==> config.mk <==
export PLATFORM = sky130hd
export DESIGN_NAME = seq_divider
export DESIGN_NICKNAME = d
export VERILOG_FILES = /design/src/rtl/seq_divider_pkg.sv /design/src/rtl/full_adder.sv /design/src/rtl/seq_divider_sub_step.sv /design/src/rtl/seq_divider.sv
export SDC_FILE = /design/constraint.sdc
export NUM_CORES = 1
export LEC_CHECK = 0
export BUFFER_PORTS_ARGS = -buffer_cell sky130_fd_sc_hd__buf_4
export CAP_MARGIN = 10
export CORE_ASPECT_RATIO = 1.2
export CORE_MARGIN = 4
export CORE_UTILIZATION = 50
export CTS_CLUSTER_DIAMETER = 100
export DETAILED_ROUTE_END_ITERATION = 8
export GPL_TIMING_DRIVEN = 0
export PLACE_DENSITY = 0.74
export SYNTH_ARGS = -nofsm -noshare
export SYNTH_HDL_FRONTEND = slang
export SYNTH_SLANG_ARGS = --single-unit
==> constraint.sdc <==
create_clock -name clk -period 2.65 [get_ports clk]
set_clock_uncertainty 0.1 [all_clocks]
set_input_delay 0.265 -clock clk [delete_from_list [all_inputs] [get_ports clk]]
set_output_delay 0.265 -clock clk [all_outputs]
set_load 0.01 [all_outputs]
==> src/rtl/seq_divider_pkg.sv <==
// Shared definitions for the sequential restoring divider: default width,
// FSM encoding and iteration counter sizing.
package seq_divider_pkg;

  localparam int unsigned N_DEFAULT = 4;

  typedef enum logic [1:0] {
    IDLE = 2'd0,
    RUN  = 2'd1,
    DONE = 2'd2
  } state_t;

  // Counter must hold 2N, the number of quotient bits to produce.
  function automatic int unsigned cnt_width(input int unsigned n);
    return $clog2(2 * n + 1);
  endfunction

endpackage

==> src/rtl/full_adder.sv <==
// One-bit full adder cell, shared with the multiplier datapath.
module full_adder (
  input  logic a,
  input  logic b,
  input  logic cin,
  output logic sum,
  output logic cout
);

  assign sum  = a ^ b ^ cin;
  assign cout = (a & b) | (a & cin) | (b & cin);

endmodule

==> src/rtl/seq_divider_sub_step.sv <==
// Combinational (N+1)-bit trial subtract T = S - D built as a ripple of
// full adders adding ~D with carry-in 1; borrow is the inverted carry-out.
module div_sub_step #(
  parameter int unsigned W = 5
) (
  input  logic [W-1:0] s,
  input  logic [W-2:0] d,
  output logic [W-1:0] t,
  output logic         borrow
);

  logic [W:0]   carry;
  logic [W-1:0] d_inv;

  assign carry[0] = 1'b1;
  assign d_inv    = ~{1'b0, d};

  for (genvar i = 0; i < W; i++) begin : g_bit
    full_adder u_fa (
      .a    (s[i]),
      .b    (d_inv[i]),
      .cin  (carry[i]),
      .sum  (t[i]),
      .cout (carry[i+1])
    );
  end

  assign borrow = ~carry[W];

endmodule

==> src/rtl/seq_divider.sv <==
// Iterative unsigned restoring divider: 2N-bit dividend / N-bit divisor,
// one quotient bit per clock, valid/ready on both sides.
module seq_divider
  import seq_divider_pkg::*;
#(
  parameter int unsigned N = N_DEFAULT
) (
  input  logic           clk,
  input  logic           rst_n,
  input  logic           in_valid,
  output logic           in_ready,
  input  logic [2*N-1:0] dividend,
  input  logic [N-1:0]   divisor,
  output logic           out_valid,
  input  logic           out_ready,
  output logic [2*N-1:0] quotient,
  output logic [N-1:0]   remainder,
  output logic           div_zero
);

  localparam int unsigned W2 = 2 * N;
  localparam int unsigned CW = cnt_width(N);

  state_t        state;
  logic [W2-1:0] q_reg;
  logic [N-1:0]  d_reg;
  logic [N:0]    r_reg;
  logic [CW-1:0] count;

  logic [N:0]    s;
  logic [N:0]    t;
  logic          borrow;
  logic [N:0]    r_next;
  logic [W2-1:0] q_next;

  // R < D always holds, so the top bit of R is structurally zero.
  logic unused_r_msb;
  assign unused_r_msb = r_reg[N];

  assign s = {r_reg[N-1:0], q_reg[W2-1]};

  div_sub_step #(
    .W (N + 1)
  ) u_sub (
    .s      (s),
    .d      (d_reg),
    .t      (t),
    .borrow (borrow)
  );

  // Restore on borrow, otherwise keep the difference and shift in a 1.
  always_comb begin
    r_next = t;
    q_next = {q_reg[W2-2:0], 1'b1};
    if (borrow) begin
      r_next = s;
      q_next = {q_reg[W2-2:0], 1'b0};
    end
  end

  always_ff @(posedge clk or negedge rst_n) begin
    if (!rst_n) begin
      state     <= IDLE;
      in_ready  <= 1'b1;
      out_valid <= 1'b0;
      quotient  <= '0;
      remainder <= '0;
      div_zero  <= 1'b0;
      q_reg     <= '0;
      d_reg     <= '0;
      r_reg     <= '0;
      count     <= '0;
    end else begin
      case (state)
        IDLE: begin
          if (in_valid) begin
            q_reg    <= dividend;
            d_reg    <= divisor;
            r_reg    <= '0;
            in_ready <= 1'b0;
            if (divisor == '0) begin
              state     <= DONE;
              count     <= '0;
              out_valid <= 1'b1;
              quotient  <= '1;
              remainder <= dividend[N-1:0];
              div_zero  <= 1'b1;
            end else begin
              state <= RUN;
              count <= CW'(W2);
            end
          end
        end
        RUN: begin
          r_reg <= r_next;
          q_reg <= q_next;
          count <= count - CW'(1);
          if (count == CW'(1)) begin
            state     <= DONE;
            out_valid <= 1'b1;
            quotient  <= q_next;
            remainder <= r_next[N-1:0];
            div_zero  <= 1'b0;
          end
        end
        DONE: begin
          if (out_ready) begin
            state     <= IDLE;
            out_valid <= 1'b0;
            in_ready  <= 1'b1;
          end
        end
        default: begin
          state     <= IDLE;
          in_ready  <= 1'b1;
          out_valid <= 1'b0;
        end
      endcase
    end
  end

endmodule

==> results.json <==
{
  "status": "completed",
  "synth_seq_cells": 37,
  "crit_fanout": 8,
  "p_leak_nw": 1.04,
  "syn_nets": 212,
  "fin_nets": 250,
  "rsz0062_at_grt": "true",
  "grt_pass1_wl_um": 7040,
  "avgSynthCellArea_sq_um": 9.71,
  "antenna_found_initial": 0,
  "post-place-cells": 257,
  "grt_usage": 0.191,
  "dp_hpwl_um": 3120,
  "place_congestion": 0.813,
  "diodes": 0,
  "drcViolationCount": 0,
  "period_minus_slack_ns": 2.53,
  "grt_pass1_vias": 1535,
  "wirelength_um": 4140,
  "cp_data_arrival_time_ns": 2.60,
  "slew_headroom": 0.634,
  "wire_per_inst_um": 15.5,
  "clk_path_buf_depth": 2,
  "die_h_um": 74.6,
  "path_buf_inv": 4,
  "drt-initial-drc-count": 94,
  "synth_edf_count": 0,
  "end_kind": "flop",
  "r2r_slack_ns": 0.12,
  "ys_seq_area_frac": 0.502,
  "first_pass_iters": 4,
  "num_rows": 23,
  "vias": 1533,
  "yosys_warnings": 0,
  "cts.sinks": 37,
  "dieArea_sq_um": 4730,
  "max_freq_mhz": 395,
  "grt_max_degree": 38,
  "core_area_sq_um": 3450,
  "crit_type": "reg -> reg",
  "hold_path_class": "in -> reg",
  "final-hold-violation-count": 0,
  "cp_cell_sequence": "inv_1, ha_1, inv_1, fa_2, inv_2, fa_1, inv_1, fa_2, or3_4, a21oi_2, o31ai_1",
  "fin_cells": 266,
  "async_flop_share": 1.00,
  "slowest_delay_ns": 0.46,
  "cts-root-buf": "clkbuf_8",
  "grt-ovfl-total": 0,
  "final_cell_area_sq_um": 2230,
  "pwr_density_cell_nw_per_um2": 1260,
  "pin_count": 31,
  "report.final.slew_viol_count": 0,
  "worst_pin_slew_ns": 0.546,
  "setup_violations": 0,
  "holdWs_ns": 0.104,
  "ys.flop_type": "dfrtp_1",
  "layout_commonest_cell": "dfrtp_1",
  "crit_slowest_cell": "fa_2",
  "synth_cell_types": 40,
  "cts_tree": "yes",
  "path_clk_slew_ns": 0.07,
  "cts_buffers": 5,
  "num-fill-cells": 293,
  "netlist_area_sq_um": 1850,
  "cts_max_level": 2,
  "start_util": 0.534,
  "place_area_sq_um": 2120,
  "worstPathRequired_ns": 2.71,
  "fin_crit_sh": 0.956,
  "cap_violations": 0,
  "crit_family": "adder cells",
  "finalPower_w": 0.00280,
  "syn2layout_area_growth_pct": 20.9,
  "die_width_um": 63.5,
  "cp_common_cell": "inv_1",
  "postSynthCellCount": 190,
  "portBuffers": 30,
  "mostFrequentLayoutCells": "dfrtp_1 (36), nand2_1 (34), buf_4 (30), inv_1 (18), nor2_1 (13)",
  "vias_per_cell": 5.76,
  "cts_setup_buffers": 0,
  "clock_latency_ns": 0.29,
  "ant_nets": 0,
  "start_kind": "flop",
  "layout-drive-gt1-share": 0.245,
  "irDropWorstVdd_mv": 0.612
}
-- power by group --
group          internal [W]  switching, W
clock              0.000182      0.000191
sequential         0.000826      0.000178
combinational      0.000630      0.000793
total               0.00164       0.00116
-- kinds of logic after synthesis --
group	synth area share
mux	0.0515
flops	0.502
buf+inv	0.0671
simple gates	0.157
xor+xnor	0.00475
compound gates	0.164
fa+ha+maj	0.0529
-- worst reg2reg max path, cell delays in order, from the launching register on --
cell and delay (ns):
dfrtp_1 0.41, inv_1 0.07, ha_1 0.13, inv_1 0.05, fa_2 0.35, inv_2 0.06, fa_1 0.16, inv_1 0.06
fa_2 0.46, or3_4 0.36, a21oi_2 0.13, o31ai_1 0.07
-- worst paths after layout --
check                      depth (start not counted)                 start                       end
setup / recovery                                  11  q_reg[7]$_DFFE_PN0P_  remainder[2]$_DFFE_PN0P_
hold / removal                                     3            divisor[0]      d_reg[0]$_DFFE_PN0P_
setup reg to reg                                  11  q_reg[7]$_DFFE_PN0P_  remainder[2]$_DFFE_PN0P_
hold reg to reg                                    2  d_reg[0]$_DFFE_PN0P_      d_reg[0]$_DFFE_PN0P_
max in group asynchronous                          2                 rst_n      in_ready$_DFFE_PN1P_
min in group asynchronous                          2                 rst_n      state[0]$_DFFE_PN0P_
-- metrics by stage --
| stage | utilization | TNS (ns) | setup WS, ns |
|---|---|---|---|
| final | 0.646 | 0 | 0.116 |
| after global routing | 0.646 | -0.0391 | -0.0252 |
| after CTS | 0.641 | 0 | 0.0133 |
| after detailed placement | 0.613 | -0.193 | -0.0844 |
| after global placement | 0.613 | -0.116 | -0.0407 |
| after floorplan | - | 0 | 0.122 |
-- Yosys cell counts, types with 2 or more instances --
library cell | instances | area (sq um)
nand3_1 | 3 | 15.0
nand3b_1 | 2 | 15.0
a22oi_1 | 2 | 15.0
a31oi_1 | 8 | 50.1
fa_1 | 3 | 60.1
dfrtp_1 | 36 | 901
or3_1 | 2 | 12.5
o221ai_1 | 3 | 26.3
ha_1 | 3 | 37.5
a21oi_1 | 7 | 35.0
o21ai_0 | 9 | 45.0
a211oi_1 | 2 | 15.0
o31ai_1 | 3 | 22.5
buf_2 | 6 | 30.0
nor2_1 | 14 | 52.6
mux2i_1 | 8 | 80.1
nand2_1 | 34 | 128
clkbuf_1 | 3 | 11.3
or3b_1 | 2 | 17.5
o21a_1 | 2 | 15.0
inv_1 | 19 | 71.3
-- cell type report --
cell class / instances / area (sq um) / share of cell area
inverter: 19 / 71.3 / 0.0320
sequential: 37 / 927 / 0.416
timing repair buffer: 31 / 235 / 0.105
clock inverter: 2 / 10.0 / 0.00449
tap: 37 / 46.3 / 0.0208
clock buffer: 6 / 72.6 / 0.0325
multi-input combinational: 124 / 816 / 0.366
buffer: 10 / 52.6 / 0.0236
-- timing repair --
item                                    CTS  global route
pin swaps                                 0             3
endpoints found under the hold margin    36             0
hold buffers                              1             0
gates resized for setup                   3             8
endpoints found under the setup margin    5             7
-- per-layer routing --
| metal | vias up | GRT usage | routed length, um |
|---|---|---|---|
| met5 | - | 0 | 0 |
| met4 | 0 | 0.0743 | 59 |
| met3 | 6 | 0.0363 | 284 |
| met2 | 49 | 0.339 | 2080 |
| met1 | 754 | 0.233 | 1710 |
| li1 | 724 | - | - |
(Power assumes the default switching activity.)
